==> config.mk <==
export PLATFORM = sky130hd
export DESIGN_NAME = frame_serializer
export DESIGN_NICKNAME = d
export VERILOG_FILES = /design/src/rtl/frame_serializer.sv
export SDC_FILE = /design/constraint.sdc
export NUM_CORES = 1
export LEC_CHECK = 0
export CAP_MARGIN = 20
export CORE_ASPECT_RATIO = 1.2
export CORE_UTILIZATION = 45
export CTS_BUF_LIST = sky130_fd_sc_hd__clkbuf_8 sky130_fd_sc_hd__clkbuf_16
export CTS_CLUSTER_SIZE = 30
export DETAILED_ROUTE_END_ITERATION = 8
export GPL_ROUTABILITY_DRIVEN = 1
export PLACE_DENSITY_LB_ADDON = 0.15
export SLEW_MARGIN = 10
export SYNTH_ARGS = -nofsm -noshare
export SYNTH_HDL_FRONTEND = slang
export SYNTH_SLANG_ARGS = --single-unit
==> constraint.sdc <==
create_clock -name clk -period 3.5 [get_ports clk]
set_input_delay 0.7 -clock clk [delete_from_list [all_inputs] [get_ports clk]]
set_output_delay 0.7 -clock clk [all_outputs]
set_load 0.02 [all_outputs]
==> src/rtl/frame_serializer.sv <==
// frame_serializer
// Takes parallel words over a valid/ready handshake and plays each one out as a
// framed serial stream: GAP cycles of frame reset (frame_rst=1, A=1) followed by
// WIDTH data bits on A. A one-deep holding register lets the next word queue up
// while a frame is in flight, so back-to-back frames run with no idle cycle.
module frame_serializer #(
    parameter int WIDTH     = 5,
    parameter int GAP       = 1,
    parameter bit MSB_FIRST = 1'b1
) (
    input  logic             clk,
    input  logic             reset,
    input  logic [WIDTH-1:0] din,
    input  logic             din_valid,
    output logic             din_ready,
    output logic             A,
    output logic             frame_rst,
    output logic             frame_done,
    output logic             busy
);

    // Phase counter only ever counts 0..max(GAP,WIDTH)-1.
    localparam int MAX_CNT = (GAP > WIDTH) ? GAP : WIDTH;
    localparam int CW      = (MAX_CNT > 1) ? $clog2(MAX_CNT) : 1;
    localparam logic [CW-1:0] GAP_LAST   = CW'(GAP - 1);
    localparam logic [CW-1:0] WIDTH_LAST = CW'(WIDTH - 1);

    typedef enum logic [1:0] {
        IDLE  = 2'd0,
        SYNC  = 2'd1,
        SHIFT = 2'd2
    } state_t;

    state_t           r_state;
    logic [WIDTH-1:0] r_shift;
    logic [CW-1:0]    r_cnt;
    logic [WIDTH-1:0] r_hold;
    logic             r_holdValid;
    logic             r_A;
    logic             r_frameRst;
    logic             r_frameDone;
    logic             r_busy;

    state_t           w_nextState;
    logic [WIDTH-1:0] w_nextShift;
    logic [CW-1:0]    w_nextCnt;
    logic [WIDTH-1:0] w_nextHold;
    logic             w_nextHoldValid;
    logic             w_nextBit;
    logic             w_xfer;

    // Ready depends only on the holding register and reset, never on din/din_valid.
    assign din_ready  = ~r_holdValid & ~reset;
    assign w_xfer     = din_valid & din_ready;

    assign A          = r_A;
    assign frame_rst  = r_frameRst;
    assign frame_done = r_frameDone;
    assign busy       = r_busy;

    // Next-state computation for the frame sequencer and the holding register.
    always_comb begin
        w_nextState     = r_state;
        w_nextShift     = r_shift;
        w_nextCnt       = r_cnt;
        w_nextHold      = r_hold;
        w_nextHoldValid = r_holdValid;

        case (r_state)
            IDLE: begin
                if (w_xfer) begin
                    w_nextShift = din;
                    w_nextCnt   = '0;
                    w_nextState = SYNC;
                end
            end

            SYNC: begin
                if (w_xfer) begin
                    w_nextHold      = din;
                    w_nextHoldValid = 1'b1;
                end
                if (r_cnt == GAP_LAST) begin
                    w_nextState = SHIFT;
                    w_nextCnt   = '0;
                end else begin
                    w_nextCnt = r_cnt + 1'b1;
                end
            end

            SHIFT: begin
                if (r_cnt == WIDTH_LAST) begin
                    w_nextCnt = '0;
                    if (r_holdValid) begin
                        w_nextShift     = r_hold;
                        w_nextHoldValid = 1'b0;
                        w_nextState     = SYNC;
                    end else if (w_xfer) begin
                        w_nextShift = din;
                        w_nextState = SYNC;
                    end else begin
                        w_nextState = IDLE;
                    end
                end else begin
                    w_nextShift = MSB_FIRST ? (r_shift << 1) : (r_shift >> 1);
                    w_nextCnt   = r_cnt + 1'b1;
                    if (w_xfer) begin
                        w_nextHold      = din;
                        w_nextHoldValid = 1'b1;
                    end
                end
            end

            default: begin
                w_nextState = IDLE;
            end
        endcase

        w_nextBit = MSB_FIRST ? w_nextShift[WIDTH-1] : w_nextShift[0];
    end

    // State registers plus outputs registered from the upcoming state, so every
    // output is a flop and the serial bit lines up with the SHIFT cycle it belongs to.
    always_ff @(posedge clk or posedge reset) begin
        if (reset) begin
            r_state     <= IDLE;
            r_shift     <= '0;
            r_cnt       <= '0;
            r_hold      <= '0;
            r_holdValid <= 1'b0;
            r_A         <= 1'b1;
            r_frameRst  <= 1'b1;
            r_frameDone <= 1'b0;
            r_busy      <= 1'b0;
        end else begin
            r_state     <= w_nextState;
            r_shift     <= w_nextShift;
            r_cnt       <= w_nextCnt;
            r_hold      <= w_nextHold;
            r_holdValid <= w_nextHoldValid;
            r_A         <= (w_nextState == SHIFT) ? w_nextBit : 1'b1;
            r_frameRst  <= (w_nextState != SHIFT);
            r_frameDone <= (w_nextState == SHIFT) && (w_nextCnt == WIDTH_LAST);
            r_busy      <= (w_nextState != IDLE) || w_nextHoldValid;
        end
    end

endmodule

==> flow_summary.json, run 1 <==
{
  "slew_viol_final": 0,
  "slowest_stage": "clkdlybuf4s50_1",
  "irDropWorstVdd_mv": 0.5055,
  "tritoncts": "done",
  "vias": 890,
  "antennaDiodeCount": 0,
  "gr-usage-all-layers": 0.1894,
  "gp_congestion": 0.8555,
  "antenna_found_initial": 0,
  "synth_warnings": 0,
  "critPathBufInv": 2,
  "setup_viol": 0,
  "area.growth.synth_to_final_pct": 17.42,
  "core_um2": 2354,
  "design.final.nets": 141,
  "hold_viol_final": 0,
  "rows": 19,
  "io_pins": 13,
  "worstSetupEndpointType": "primary output",
  "fin_tns_setup_ps": 0,
  "grt_max_degree": 21,
  "grt_pass1_wl_um": 3684,
  "start_kind": "primary input",
  "cts_sinks": 20,
  "cts_hold_buf": 0,
  "die_area_um2": 2745,
  "drc": 0,
  "fp.dieW_um": 48.00,
  "seq_area_frac_synth": 0.4403,
  "dp.cells": 153,
  "synth_top_area_frac": 0.3943,
  "finalClockSkew_ps": 1.750,
  "slowest_delay_ps": 610,
  "synth-seq-cells": 20,
  "synth_area_per_cell_um2": 10.02,
  "synthesis.area_um2": 1142,
  "hpwl_um": 1712,
  "cts_buffers": 3,
  "crit_top_cell": "clkdlybuf4s50_1",
  "drive_above_1_share": 0.1429,
  "period_share": 0.7459,
  "outcome": "completed",
  "period_minus_slack_ps": 2611,
  "routed_wl_um": 2377,
  "power_density_nw_per_um2": 878.0,
  "first_pass_iters": 4,
  "synth.distinct_cells": 36,
  "initial_utilization": 0.4854,
  "cts.clk_slew.worst_paths_ps": 70,
  "drtAntennaViolNets": 0,
  "maxCapViolations": 0,
  "yosys-top-cells-area": "dfrtp_1, mux2_2, ha_1",
  "ff2ff_setup_slack_ps": 1380,
  "rsz0062_at_grt": "no",
  "die_h_um": 57.20,
  "worst_slew_pin_slew_ps": 758.1,
  "synth_top_area_cell": "dfrtp_1",
  "cp_max_fo": 5,
  "cts-root-buf": "clkbuf_8",
  "stdcell_count": 157,
  "power_leakage_nw": 0.5848,
  "max_freq_mhz": 383.0,
  "worstPathCellList": "clkdlybuf4s50_1 -> nor2_1 -> clkdlybuf4s50_1",
  "slew_headroom": 0.4940,
  "vias_per_cell": 5.669,
  "postSynthCellCount": 114,
  "worstPathRequired_ps": 2800,
  "cp_data_arrival_time_ps": 1910,
  "hold_class": "reg2reg",
  "post-cts-setup-buffers": 0,
  "port_buffers": 12,
  "p_total_w": 0.001178,
  "insertion_delay_ps": 260,
  "grt_overflow": 0,
  "cts_max_level": 1,
  "syn_nets": 128,
  "clockBufferDepth": 2,
  "drt_iter0_drc": 28,
  "crit_type": "in2out",
  "cts.repair.resized": 0,
  "grt_pass1_vias": 881,
  "critPathTopFamily": "buffers and inverters",
  "wl_per_cell_um": 15.14
}
## Yosys cell counts, drive strengths merged
master and number:
o21ai 8, nor3 2, o2bb2ai 2, mux2 7, a211o 1, and4 1
dfrtp 18, a221oi 2, nor2b 1, or3b 1, a21oi 8, a222oi 1
a21o 1, inv 8, nand2b 2, nand3 5, nand3b 1, mux2i 2
o221ai 1, a32o 1, a221o 1, a32oi 2, a211oi 1, nor3b 1
nor2 12, nand2 10, o31ai 1, dfstp 2, and3 1, buf 4
ha 6
## state kept, by name, indices dropped and copies added (netlist names)
name         cells
r_hold           5
frame_done       1
frame_rst        1
A                1
busy             1
r_holdValid      1
r_cnt            3
r_shift          5
r_state          2
## stage by stage
stage | utilization | worst slack [ps] | instance area [um^2] | hold WS (ps)
5_1_grt | 0.5699 | 816.6 | 1341 | 535.6
2_1_floorplan | - | 1521 | 1142 | 450.1
6_report | 0.5699 | 889.2 | 1341 | 506.8
4_1_cts | 0.5699 | 883.3 | 1341 | 513.7
3_3_place_gp | 0.5396 | 909.2 | 1270 | 488.3
3_5_place_dp | 0.5396 | 887.2 | 1270 | 495.6
## cell families after synthesis
group / after synthesis / share of synthesized area
compound gates: 30 / 0.1840
fa+ha+maj: 6 / 0.06572
flops: 20 / 0.4403
buf+inv: 12 / 0.05366
simple gates: 37 / 0.1698
mux: 9 / 0.08653
## placed cells by master (no fill, tap or decap), types with 3 or more instances in the layout
cell	n
nor2_1	12
clkbuf_8	3
nand3_1	5
ha_1	6
a21oi_1	8
nand2_1	9
mux2_2	7
inv_1	8
clkdlybuf4s50_1	12
dfrtp_1	18
o21ai_0	8
## routing by layer
metal  wire length [um]  vias up  GRT usage
met1               1057      430     0.2204
met2               1219       19     0.3185
met3                 62        6    0.03165
met5                  0        -          0
li1                   -      435          -
met4                 37        0    0.09524
## worst paths after layout
path	from	endpoint	depth (start not counted)
min in group asynchronous	reset	r_shift[1]	2
worst max register to register	r_state[0]	frame_done	7
worst max-delay path	reset	din_ready	3
max in group asynchronous	reset	r_cnt[2]	2
worst min-delay path	r_hold[4]	r_hold[4]	1
worst min register to register	r_hold[4]	r_hold[4]	1
## worst reg2reg max path, delay by kind of cell (launching register included)
kind / cells / cell delay, ps
buffers and inverters: 1 / 90
adders and majority gates: 1 / 340
and+or+nand+nor: 4 / 830
DFF: 1 / 420
AOI/OAI and AO/OA: 1 / 370
## report_power, final
part / internal (W) / total (W) / leakage (nW) / switching, W
clock: 0.000153 / 0.000229 / 0.0357 / 0.0000765
combinational: 0.000232 / 0.000526 / 0.300 / 0.000294
sequential: 0.000337 / 0.000423 / 0.249 / 0.0000855
## layout make-up
class                   instances  area, um^2
well taps                      31       38.79
multi-input cells              82       578.1
clock inverters                 1       30.03
clock buffers                   3       41.29
fillers                       227        1012
repair buffers                 12       120.1
inverters                       8       30.03
flip-flops and latches         20       503.0
Note: power is estimated with default switching activity, not from simulation.
==> inputs of run 2 (changes only) <==
clock period = 2.25 ns   (was 3.5 ns; I/O delays follow)
==> flow_summary.json, run 2 (same netlist as run 1, synthesis figures left out) <==
{
  "outcome": "completed",
  "initial_utilization": 0.4854,
  "mostFrequentLayoutCells": "dfrtp_1, nor2_1, clkdlybuf4s50_1",
  "ff_latch_area_um2": 503.0,
  "cp_max_fo": 10,
  "slew_viol_final": 0,
  "routed_wl_um": 2421,
  "die_area_um2": 2745,
  "layout_commonest_cell": "dfrtp_1",
  "worst_slew_pin_slew_ps": 417.0,
  "setup_viol": 0,
  "finalClockSkew_ps": 7.815,
  "power_leakage_nw": 0.6218,
  "grtUsageMet1": 0.2597,
  "io_pins": 13,
  "grt_pass1_vias": 925,
  "drt_iter0_drc": 18,
  "gr-usage-all-layers": 0.2086,
  "hold_path_startpoint": "r_shift[0]",
  "multi_input_area_um2": 578.1,
  "cts_sinks": 20,
  "drc": 0,
  "worstPathRequired_ps": 2440,
  "cts-root-buf": "clkbuf_8",
  "vias": 917,
  "grt_pass1_wl_um": 4077,
  "irDropWorstVdd_mv": 0.7538,
  "power_density_nw_per_um2": 1282,
  "clockBufferDepth": 2,
  "post-cts-setup-buffers": 0,
  "gp_congestion": 0.8106,
  "cts.clk_slew.worst_paths_ps": 80,
  "drtAntennaViolNets": 0,
  "antennaDiodeCount": 0,
  "hold_class": "reg2reg",
  "reg_top3": "r_hold (5), r_shift (5), r_cnt (3)",
  "period_minus_slack_ps": 2049,
  "crit_type": "reg2reg",
  "fin_util": 0.5821,
  "design.final.nets": 148,
  "start_kind": "flop",
  "drive_above_1_share": 0.1805,
  "n_fill_cell": 223,
  "hpwl_um": 1817,
  "slew_headroom": 0.7220,
  "vias_per_cell": 5.591,
  "max_freq_mhz": 488.1,
  "cp_data_arrival_time_ps": 2240,
  "period_share": 0.9106,
  "grt_overflow": 0,
  "antenna_found_initial": 0,
  "cp-startpoint": "r_state[0]",
  "hold_viol_final": 0,
  "fin_tns_setup_ps": 0,
  "first_pass_iters": 4,
  "met2_usage": 0.3494,
  "maxCapViolations": 0,
  "cts_buffers": 3,
  "worstSetupEndpointType": "flop",
  "core_um2": 2354,
  "rsz0062_at_grt": "no",
  "tritoncts": "done",
  "cts_max_level": 1,
  "port_buffers": 12,
  "busiest_layer": "met2",
  "wl_per_cell_um": 14.76,
  "r2r_start": "r_state[0]",
  "area.growth.synth_to_final_pct": 19.93,
  "rows": 19,
  "fp.dieW_um": 48.00,
  "holdWs_ps": 498.7,
  "die_h_um": 57.20,
  "insertion_delay_ps": 260,
  "met3_usage": 0.02848,
  "grt_max_degree": 21
}
==> run 2: cell count changes in the layout (fill, tap and decap cells not counted) <==
| cell | previous run | this run |
|---|---|---|
| buf_4 | 0 | 7 |
| bufinv_16 | 1 | 0 |
| clkdlybuf4s50_1 | 12 | 11 |
| dlymetal6s2s_1 | 0 | 1 |
| inv_1 | 8 | 9 |
==> run 2: where the power goes <==
part	switching, W	internal (W)	total (W)	leakage [nW]
logic	0.000477	0.000397	0.000875	0.346
clock network	0.000117	0.000122	0.000239	0.0269
registers	0.000118	0.000525	0.000643	0.249
==> run 2: metrics by stage <==
stage / cell area, um^2 / worst slack [ps] / instances / total power, W
floorplan: 1142 / 507.6 / 114 / 0.001259
global placement: 1323 / 11.69 / 160 / 0.001501
detailed placement: 1323 / -37.42 / 160 / 0.001531
CTS: 1368 / 39.10 / 164 / 0.001771
global route: 1370 / 53.14 / 164 / 0.001904
finish: 1370 / 201.2 / 164 / 0.001756
==> run 2: final timing paths <==
path | to | slack (ps) | cells past startpoint
max | frame_done | 200 | 6
min | r_shift[0] | 500 | 2
max reg2reg | frame_done | 200 | 6
min reg2reg | r_shift[0] | 500 | 2
max in group asynchronous | frame_rst | 1260 | 4
min in group asynchronous | r_hold[3] | 710 | 4
==> run 2: routing by layer <==
metal  wire [um]  vias to the layer above
met5           0                        -
met4          40                        0
met3          71                        4
met2        1239                       17
met1        1069                      449
li1            -                      447
==> run 2: area by class of cell <==
cell class,instances,area share
Clock inverter,1,0.002740
Sequential cell,20,0.3671
Timing Repair Buffer,19,0.1279
Multi-Input combinational cell,82,0.4219
Tap cell,31,0.02831
Clock buffer,3,0.03014
Inverter,8,0.02192
==> run 2: worst max-delay path: stages (launching register included) <==
cell	delay (ps)
dfrtp_1	410
inv_1	90
ha_1	330
a21oi_1	330
o21ai_0	170
a221oi_2	420
and4_1	250
==> run 2: repair_timing <==
item,in CTS,in global routing
gates resized for setup,0,1
hold endpoints to repair,0,0
hold buffers,0,0
endpoints found under the setup margin,0,1
